--- config.mk ---
export PLATFORM = sky130hd
export DESIGN_NAME = fetch_pc_ctrl
export DESIGN_NICKNAME = d
export VERILOG_FILES = /design/src/rtl/fetch_ctrl_pkg.sv /design/src/rtl/redirect_arb.sv /design/src/rtl/fetch_pc_ctrl.sv
export SDC_FILE = /design/constraint.sdc
export NUM_CORES = 1
export LEC_CHECK = 0
export CAP_MARGIN = 20
export CELL_PAD_IN_SITES_DETAIL_PLACEMENT = 1
export CELL_PAD_IN_SITES_GLOBAL_PLACEMENT = 1
export CORE_AREA = 5 5 89 174
export CTS_CLUSTER_SIZE = 20
export DETAILED_ROUTE_END_ITERATION = 10
export DIE_AREA = 0 0 94 179
export PLACE_DENSITY_LB_ADDON = 0.1
export SLEW_MARGIN = 40
export SYNTH_ARGS = -nofsm -noshare
export SYNTH_HDL_FRONTEND = slang
export SYNTH_SLANG_ARGS = --single-unit
export TNS_END_PERCENT = 30
--- constraint.sdc ---
create_clock -name clk -period 14.85 [get_ports clk]
set_clock_uncertainty 0.15 [all_clocks]
set_input_delay 4.455 -clock clk [delete_from_list [all_inputs] [get_ports clk]]
set_output_delay 4.455 -clock clk [all_outputs]
set_load 0.1 [all_outputs]
--- src/rtl/fetch_ctrl_pkg.sv ---
// rtl/fetch_ctrl_pkg.sv - shared types and constants for the Fetch1 PC sequencer
package fetch_ctrl_pkg;

  // Sequencer states; the encoding is fixed so state can be decoded in debug dumps.
  typedef enum logic [1:0] {
    BOOT0 = 2'd0,
    BOOT1 = 2'd1,
    RUN   = 2'd2,
    PEND  = 2'd3
  } fetch_state_e;

  // Redirect source ranking; a larger value wins arbitration.
  typedef enum logic [1:0] {
    PRIO_NONE = 2'd0,
    PRIO_BR   = 2'd1,
    PRIO_ERTN = 2'd2,
    PRIO_EXC  = 2'd3
  } redirect_prio_e;

  localparam logic [31:0] DEFAULT_RESET_PC = 32'h1C00_0000;

endpackage

--- src/rtl/redirect_arb.sv ---
// rtl/redirect_arb.sv - fixed-priority select among exception, ertn and branch redirects
module redirect_arb
  import fetch_ctrl_pkg::*;
(
  input  logic           exc_valid,
  input  logic [31:0]    exc_target,
  input  logic           ertn_valid,
  input  logic [31:0]    ertn_target,
  input  logic           br_valid,
  input  logic [31:0]    br_target,
  output logic           sel_valid,
  output logic [31:0]    sel_target,
  output redirect_prio_e sel_prio
);

  // Exception beats ertn beats branch; targets are passed through untouched.
  always_comb begin
    sel_valid  = 1'b0;
    sel_target = 32'h0;
    sel_prio   = PRIO_NONE;
    if (exc_valid) begin
      sel_valid  = 1'b1;
      sel_target = exc_target;
      sel_prio   = PRIO_EXC;
    end else if (ertn_valid) begin
      sel_valid  = 1'b1;
      sel_target = ertn_target;
      sel_prio   = PRIO_ERTN;
    end else if (br_valid) begin
      sel_valid  = 1'b1;
      sel_target = br_target;
      sel_prio   = PRIO_BR;
    end
  end

endmodule

--- src/rtl/fetch_pc_ctrl.sv ---
// rtl/fetch_pc_ctrl.sv - Fetch1 PC sequencer: boot, redirects, miss hold and pending redirect
module fetch_pc_ctrl
  import fetch_ctrl_pkg::*;
#(
  parameter logic [31:0] RESET_PC = DEFAULT_RESET_PC
) (
  input  logic        clk,
  input  logic        rst,
  input  logic [31:0] pc,
  input  logic        ic_busy,
  input  logic        f2_stall,
  input  logic        exc_valid,
  input  logic [31:0] exc_target,
  input  logic        ertn_valid,
  input  logic [31:0] ertn_target,
  input  logic        br_valid,
  input  logic [31:0] br_target,
  output logic [31:0] next_pc,
  output logic        stall_RegInput,
  output logic        clear_RegInput,
  output logic        kill_f2
);

  fetch_state_e   state;
  fetch_state_e   state_next;
  logic [31:0]    pend_target;
  redirect_prio_e pend_prio;
  logic           pend_load;
  logic           pend_clear;
  logic           sel_valid;
  logic [31:0]    sel_target;
  redirect_prio_e sel_prio;
  logic           live_wins;

  redirect_arb u_arb (
    .exc_valid   (exc_valid),
    .exc_target  (exc_target),
    .ertn_valid  (ertn_valid),
    .ertn_target (ertn_target),
    .br_valid    (br_valid),
    .br_target   (br_target),
    .sel_valid   (sel_valid),
    .sel_target  (sel_target),
    .sel_prio    (sel_prio)
  );

  // A live redirect displaces the buffered one unless it ranks strictly lower.
  assign live_wins = sel_valid && (sel_prio >= pend_prio);

  // State register; reset drops straight to BOOT0 so outputs go to reset values at once.
  always_ff @(posedge clk or posedge rst) begin
    if (rst) begin
      state <= BOOT0;
    end else begin
      state <= state_next;
    end
  end

  // Pending redirect buffer, loaded during a miss and emptied when the miss completes.
  always_ff @(posedge clk or posedge rst) begin
    if (rst) begin
      pend_target <= 32'h0;
      pend_prio   <= PRIO_NONE;
    end else if (pend_load) begin
      pend_target <= sel_target;
      pend_prio   <= sel_prio;
    end else if (pend_clear) begin
      pend_target <= 32'h0;
      pend_prio   <= PRIO_NONE;
    end
  end

  // Next-state and Fetch1 control; default is hold-free reload of the current pc.
  always_comb begin
    state_next     = state;
    next_pc        = pc;
    stall_RegInput = 1'b0;
    clear_RegInput = 1'b0;
    kill_f2        = 1'b0;
    pend_load      = 1'b0;
    pend_clear     = 1'b0;
    case (state)
      BOOT0: begin
        clear_RegInput = 1'b1;
        kill_f2        = 1'b1;
        next_pc        = RESET_PC;
        state_next     = BOOT1;
      end
      BOOT1: begin
        kill_f2    = 1'b1;
        next_pc    = RESET_PC;
        state_next = RUN;
      end
      RUN: begin
        if (ic_busy) begin
          stall_RegInput = 1'b1;
          if (sel_valid) begin
            pend_load  = 1'b1;
            state_next = PEND;
          end
        end else if (sel_valid) begin
          next_pc = sel_target;
          kill_f2 = 1'b1;
        end else if (f2_stall) begin
          stall_RegInput = 1'b1;
        end else begin
          next_pc = pc + 32'd4;
        end
      end
      PEND: begin
        if (ic_busy) begin
          stall_RegInput = 1'b1;
          pend_load      = live_wins;
        end else begin
          next_pc    = live_wins ? sel_target : pend_target;
          kill_f2    = 1'b1;
          pend_clear = 1'b1;
          state_next = RUN;
        end
      end
      default: begin
        state_next = BOOT0;
      end
    endcase
  end

endmodule

# Word level (Yosys, flattened, before mapping)
# Cells that the tools add are included.
[op_classes] add_sub_neg=1 n_lt_le_gt_ge=1 reduce_logical=5 eq_ne=6 n_mux=37
[ops] cell="$mux W32" n=10
[ops] cell="$pmux W32 S3" n=1
[ops] cell="$add A32 B3 Y32 const B" n=1
[ops] cell="$mux W1" n=15
[ops] cell="$mux W2" n=7
[ops] cell="$pmux W2 S4" n=1
[ops] cell="$ne A2 B2 Y1 const B" n=3
[ops] cell="$eq A2 B2 Y1 const B" n=2
[ops] cell="$pmux W1 S2" n=2
[ops] cell="$pmux W1 S3" n=1
[ops] cell="$reduce_and A3 Y1" n=1
[ops] cell="$eq A2 B1 Y1 const B" n=1
[ops] cell="$ge A2 B2 Y1" n=1
[ops] cell="$logic_not A2 Y1" n=1
[ops] cell="$reduce_bool A2 Y1" n=1
[ops] cell="$reduce_or A2 Y1" n=1
[ops] cell="$logic_and A1 B1 Y1" n=1
[totals] out_inout_bits=35 elab_cells=53 inputBits=135 register_bits=36

# Longest topological paths before layout
[depth] ltp_word=8 depth_mapped=13 ltp_nobuf=8

# Modules after synthesis
# Synthesis repeated with hierarchy kept, for this count alone.
[hier_totals] hier_cells=637 hier_area_um2=4720.8
[modules_own_cells] mod="fetch_pc_ctrl" n_inst=1 seq_area_each_um2=900.9 cells_per_inst=487 area_each_um2=3537.1
[modules_own_cells] mod="redirect_arb" n_inst=1 seq_area_each_um2=0.0 cells_per_inst=150 area_each_um2=1183.6

# Least setup slack after synthesis
# OpenSTA, ideal clock, no wires.
[synth_path] kind="in2out" start="input port exc_valid" end="output port next_pc[15]" n_path_buf=5 setup_slack_ps=1699 t_required_ps=10245 path_stages=12 arrival_ps=8546 path_cell_list="buf_2 buf_2 buf_2 buf_2 nor2_1 ha_1 nand2b_1 a21oi_2 nor2_1 buf_2 a211oi_1 o31ai_1"
[synth_between] elab_chain_cells=6 word_cells_on_any_way=10 cone_classes="order compare (1); mux (8); reduce/logical (1)"
[synth_lines] element="from (decl)" line_no="fetch_pc_ctrl.sv:12" source="input logic exc_valid,"
[synth_lines] element="$mux W2" line_no="redirect_arb.sv:21" source="if (exc_valid) begin"
[synth_lines] element="$ge A2 B2 Y1" line_no="fetch_pc_ctrl.sv:48" source="assign live_wins = sel_valid && (sel_prio >= pend_prio);"
[synth_lines] element="$logic_and A1 B1 Y1" line_no="fetch_pc_ctrl.sv:48"
[synth_lines] element="$mux W32" line_no="fetch_pc_ctrl.sv:115" source="next_pc = live_wins ? sel_target : pend_target;"
[synth_lines] element="$mux W32" line_no="fetch_pc_ctrl.sv:111" source="if (ic_busy) begin"
[synth_lines] element="$pmux W32 S3 *" line_no="fetch_pc_ctrl.sv:82" source="case (state)"
[synth_lines] element="to (decl)" line_no="fetch_pc_ctrl.sv:18" source="output logic [31:0] next_pc,"
# Mark *: on every way between the ends. The rest lies on a longest branch, timed or not.

# Final worst setup path
[layout_path] start="input port br_valid" end="output port next_pc[19]"
[layout_between] elab_chain_cells=8 word_cells_on_any_way=16 cone_classes="order compare (1); mux (14); reduce/logical (1)"
[layout_lines] element="from (decl)" line_no="fetch_pc_ctrl.sv:16" source="input logic br_valid,"
[layout_lines] element="$mux W1" line_no="redirect_arb.sv:29" source="end else if (br_valid) begin"
[layout_lines] element="$mux W2" line_no="redirect_arb.sv:25" source="end else if (ertn_valid) begin"
[layout_lines] element="$mux W2" line_no="redirect_arb.sv:21"
[layout_lines] element="$ge A2 B2 Y1" line_no="fetch_pc_ctrl.sv:48"
[layout_lines] element="$logic_and A1 B1 Y1" line_no="fetch_pc_ctrl.sv:48"
[layout_lines] element="$mux W32" line_no="fetch_pc_ctrl.sv:115"
[layout_lines] element="$mux W32" line_no="fetch_pc_ctrl.sv:111"
[layout_lines] element="$pmux W32 S3 *" line_no="fetch_pc_ctrl.sv:82"
# Marked as above.

==> flow_summary.ini <==
[setup_path]
end_kind = primary output
worstPathMaxFanout = 17
critPathRequiredTime_ns = 10.24
crit_slowest_cell = clkdlybuf4s50_1
cp.arrival_ns = 8.20
path_class = in2out
r2r_start = pend_prio[0]$_DFFE_PP0P_
critPathMaxStageDelay_ns = 0.90
path_cells = clkdlybuf4s50_1, nor2b_2, nor2_1, ha_1, nand2b_1, a21o_1, nand2_1, a211oi_1, o32ai_2, buf_4
startpoint = br_valid
cp-start-kind = input port

[synth]
yosysSeqAreaShare_pct = 19.45
syn_avg_cell_area_um2 = 6.997
synth_common_cells = nand2_1, o21ai_0, nand3_1
async_flop_share_pct = 100.0
synth-edff-count = 0
ys_top_cells_by_area = dfrtp_1, nand2_1, o21ai_0
synth.distinct_cells = 73
yosysMostFrequentCell = nand2_1
synth_fp_nets = 800
yosys.area.top_type = dfrtp_1
ys_ff_latch = 36
syn-cell-area_um2 = 4632
postSynthCellCount = 662
synth_top_area_share_pct = 19.45
synth_ff_type = dfrtp_1
yosysWarningCount = 0

[global_route]
overflow = 0
top_usage_layer = met2
grt_pass1_vias = 6631
antenna_found_initial = 0
grt_use_met1_pct = 29.04
grt_pass1_wl_um = 37520
grt_use_met3_pct = 4.116
met2_usage_pct = 53.25
grtUsageTotal_pct = 29.65
grt_max_degree = 61

[clock_tree]
htree_levels = 2
clk-insertion-delay-late_ns = 0.29
cts_root_buffer = clkbuf_16
cts_buffers = 5
ctsHoldBuffers = 0
cts_resized = 0
cts_sinks = 36
clk_pin_slew_worst_paths_ns = 0.05
cts_tree = built
post-cts-setup-buffers = 0
max-clock-path-buffers = 2

[sta]
setup-violations-final = 0
slew_headroom_pct = 42.64
drv_slew = 0
max_freq_mhz = 78.11
rsz0062_at_grt = false
worst_pin_slew_ns = 0.8514
period_minus_slack_ns = 12.80
fin_setup_tns_ns = 0
finalHoldViolCount = 0
finalCritPeriodShare_pct = 86.22

[route]
drcViolationCount = 0
drt_iter0_drc = 417
wl_um = 24970
ant_nets = 0
post_drt_wl_per_cell_um = 25.48
via_count = 6115
dr.pass1.iters = 5
post_drt_via_cell_ratio = 6.240

[pwr]
netSwitchingPower_uw = 269.7
cellLeakagePower_uw = 0.002539
p_clk_share_pct = 21.9
ir_worst_vdd_mv = 0.07378
p_sw_share_pct = 48.46
power.density_nw_per_um2 = 86.64
power_frac_seq_pct = 22.2
p_comb_share_pct = 55.9
power.internal_uw = 286.8

[final_layout]
fillers = 1790
final_core_util_pct = 46.23
nNetsFinal = 928
area_growth_pct = 38.65
drive_gt1_share_pct = 11.76
antenna_cells = 0

[floorplanning]
ioPinCount = 170
core_area_um2 = 13890
fp.dieW_um = 94
dieArea_um2 = 16830
num_rows = 61
initial_core_util_pct = 33.35
die_height_um = 179

[placement]
dp_hpwl_um = 19130
portBuffers = 169
place.gp.congestion = 0.9523

[min_path]
hp-start = pend_target[30]$_DFFE_PP0P_
hp-class = reg2reg

[status]
outcome = completed

[flow_run]
drv_cap = 0
logic make-up (layout without fill, tap and decap cells):
family                     Yosys count  after routing  share of synthesized area, %
and+or+nand+nor                    280            280                         31.85
muxes                               10             10                         2.215
AOI/OAI and AO/OA                  252            252                         37.25
xor gates and xnor gates             1              1                        0.1891
buffers and inverters               80            209                         8.239
DFF                                 36             36                         19.45
adders and majority gates            3              3                        0.8105
through the flow:
stage	hold WS [ns]	setup slack, ns	area [µm²]	cells	total power, µW
6_report	0.3549	2.047	6422	980	556.5
5_1_grt	0.3799	1.892	6422	980	578.9
4_1_cts	0.3517	2.031	6417	980	556.4
3_5_place_dp	0.3396	2.017	6254	972	433.9
3_3_place_gp	0.3257	1.758	6284	971	430.3
2_1_floorplan	0.3081	1.699	4632	662	323.2
worst max-delay path, delay by kind of cell:
family	cells	cell delay, ns
AND/OR/NAND/NOR	4	0.99
adder cells (fa/ha/maj)	1	0.26
AO/OA/AOI/OAI	3	1.31
buffers and inverters	2	1.17
power by group through the flow:
stage,registers [µW],clock network [µW],logic [µW]
after global routing,124,127,328
after global placement,123,0,307
after CTS,123,123,310
final,123,122,311
after floorplan,120,0,203
after detailed placement,124,0,309
placed cells by master, fill, tap and decap left out, types with 3 or more instances in the layout:
cell	Yosys	final
a21boi_0	5	5
inv_1	16	15
a21o_1	3	3
nand3b_1	10	10
o21a_1	4	4
nand2_1	97	97
o22ai_1	13	13
o21ai_1	3	5
nand3_1	41	41
and4_1	5	5
nand4_1	13	13
o221ai_1	4	4
clkdlybuf4s50_1	0	131
nor2b_1	10	9
clkbuf_16	0	5
o32ai_1	6	6
o211ai_1	15	15
buf_4	2	44
o21ai_0	67	65
a211oi_1	24	23
a31o_2	9	9
nor2_1	35	33
and3_1	6	6
a21oi_1	25	25
nor3_1	16	16
ha_1	3	3
o31ai_1	13	13
buf_2	29	10
a22oi_1	18	18
and2_1	7	7
a211o_1	6	6
dfrtp_1	36	36
nor4_1	4	4
a221o_1	8	8
mux2i_1	8	8
nor2_2	2	4
nand2b_1	15	15
a31oi_1	8	8
path summary, 6_finish.rpt:
check                                               to  slack [ns]  cells past startpoint
setup / recovery                           next_pc[19]        2.05                     10
setup reg to reg           pend_target[21]$_DFFE_PP0P_       12.13                      8
hold / removal             pend_target[30]$_DFFE_PP0P_        0.35                      2
hold reg to reg            pend_target[30]$_DFFE_PP0P_        0.35                      2
min in group asynchronous  pend_target[18]$_DFFE_PP0P_        4.45                      3
max in group asynchronous  pend_target[20]$_DFFE_PP0P_        9.74                      3
layout make-up:
type | instances | area [µm²] | area share [%]
clock buffers | 6 | 128.9 | 2.007
clock inverters | 2 | 35.03 | 0.5455
inverters | 16 | 60.06 | 0.9351
multi-input cells | 546 | 3369 | 52.46
flip-flops and latches | 36 | 900.9 | 14.03
well taps | 189 | 236.5 | 3.682
repair buffers | 185 | 1692 | 26.34
registers in the layout (all words and copies together) (netlist names):
| register | count |
|---|---|
| pend_target | 32 |
| pend_prio | 2 |
| state | 2 |
metal layers:
layer	vias to the layer above	share of wire (%)
met1	2995	33
met5	-	0
li1	2759	-
met2	271	52
met3	90	5.3
met4	0	9.5
(Power assumes the default switching activity.)
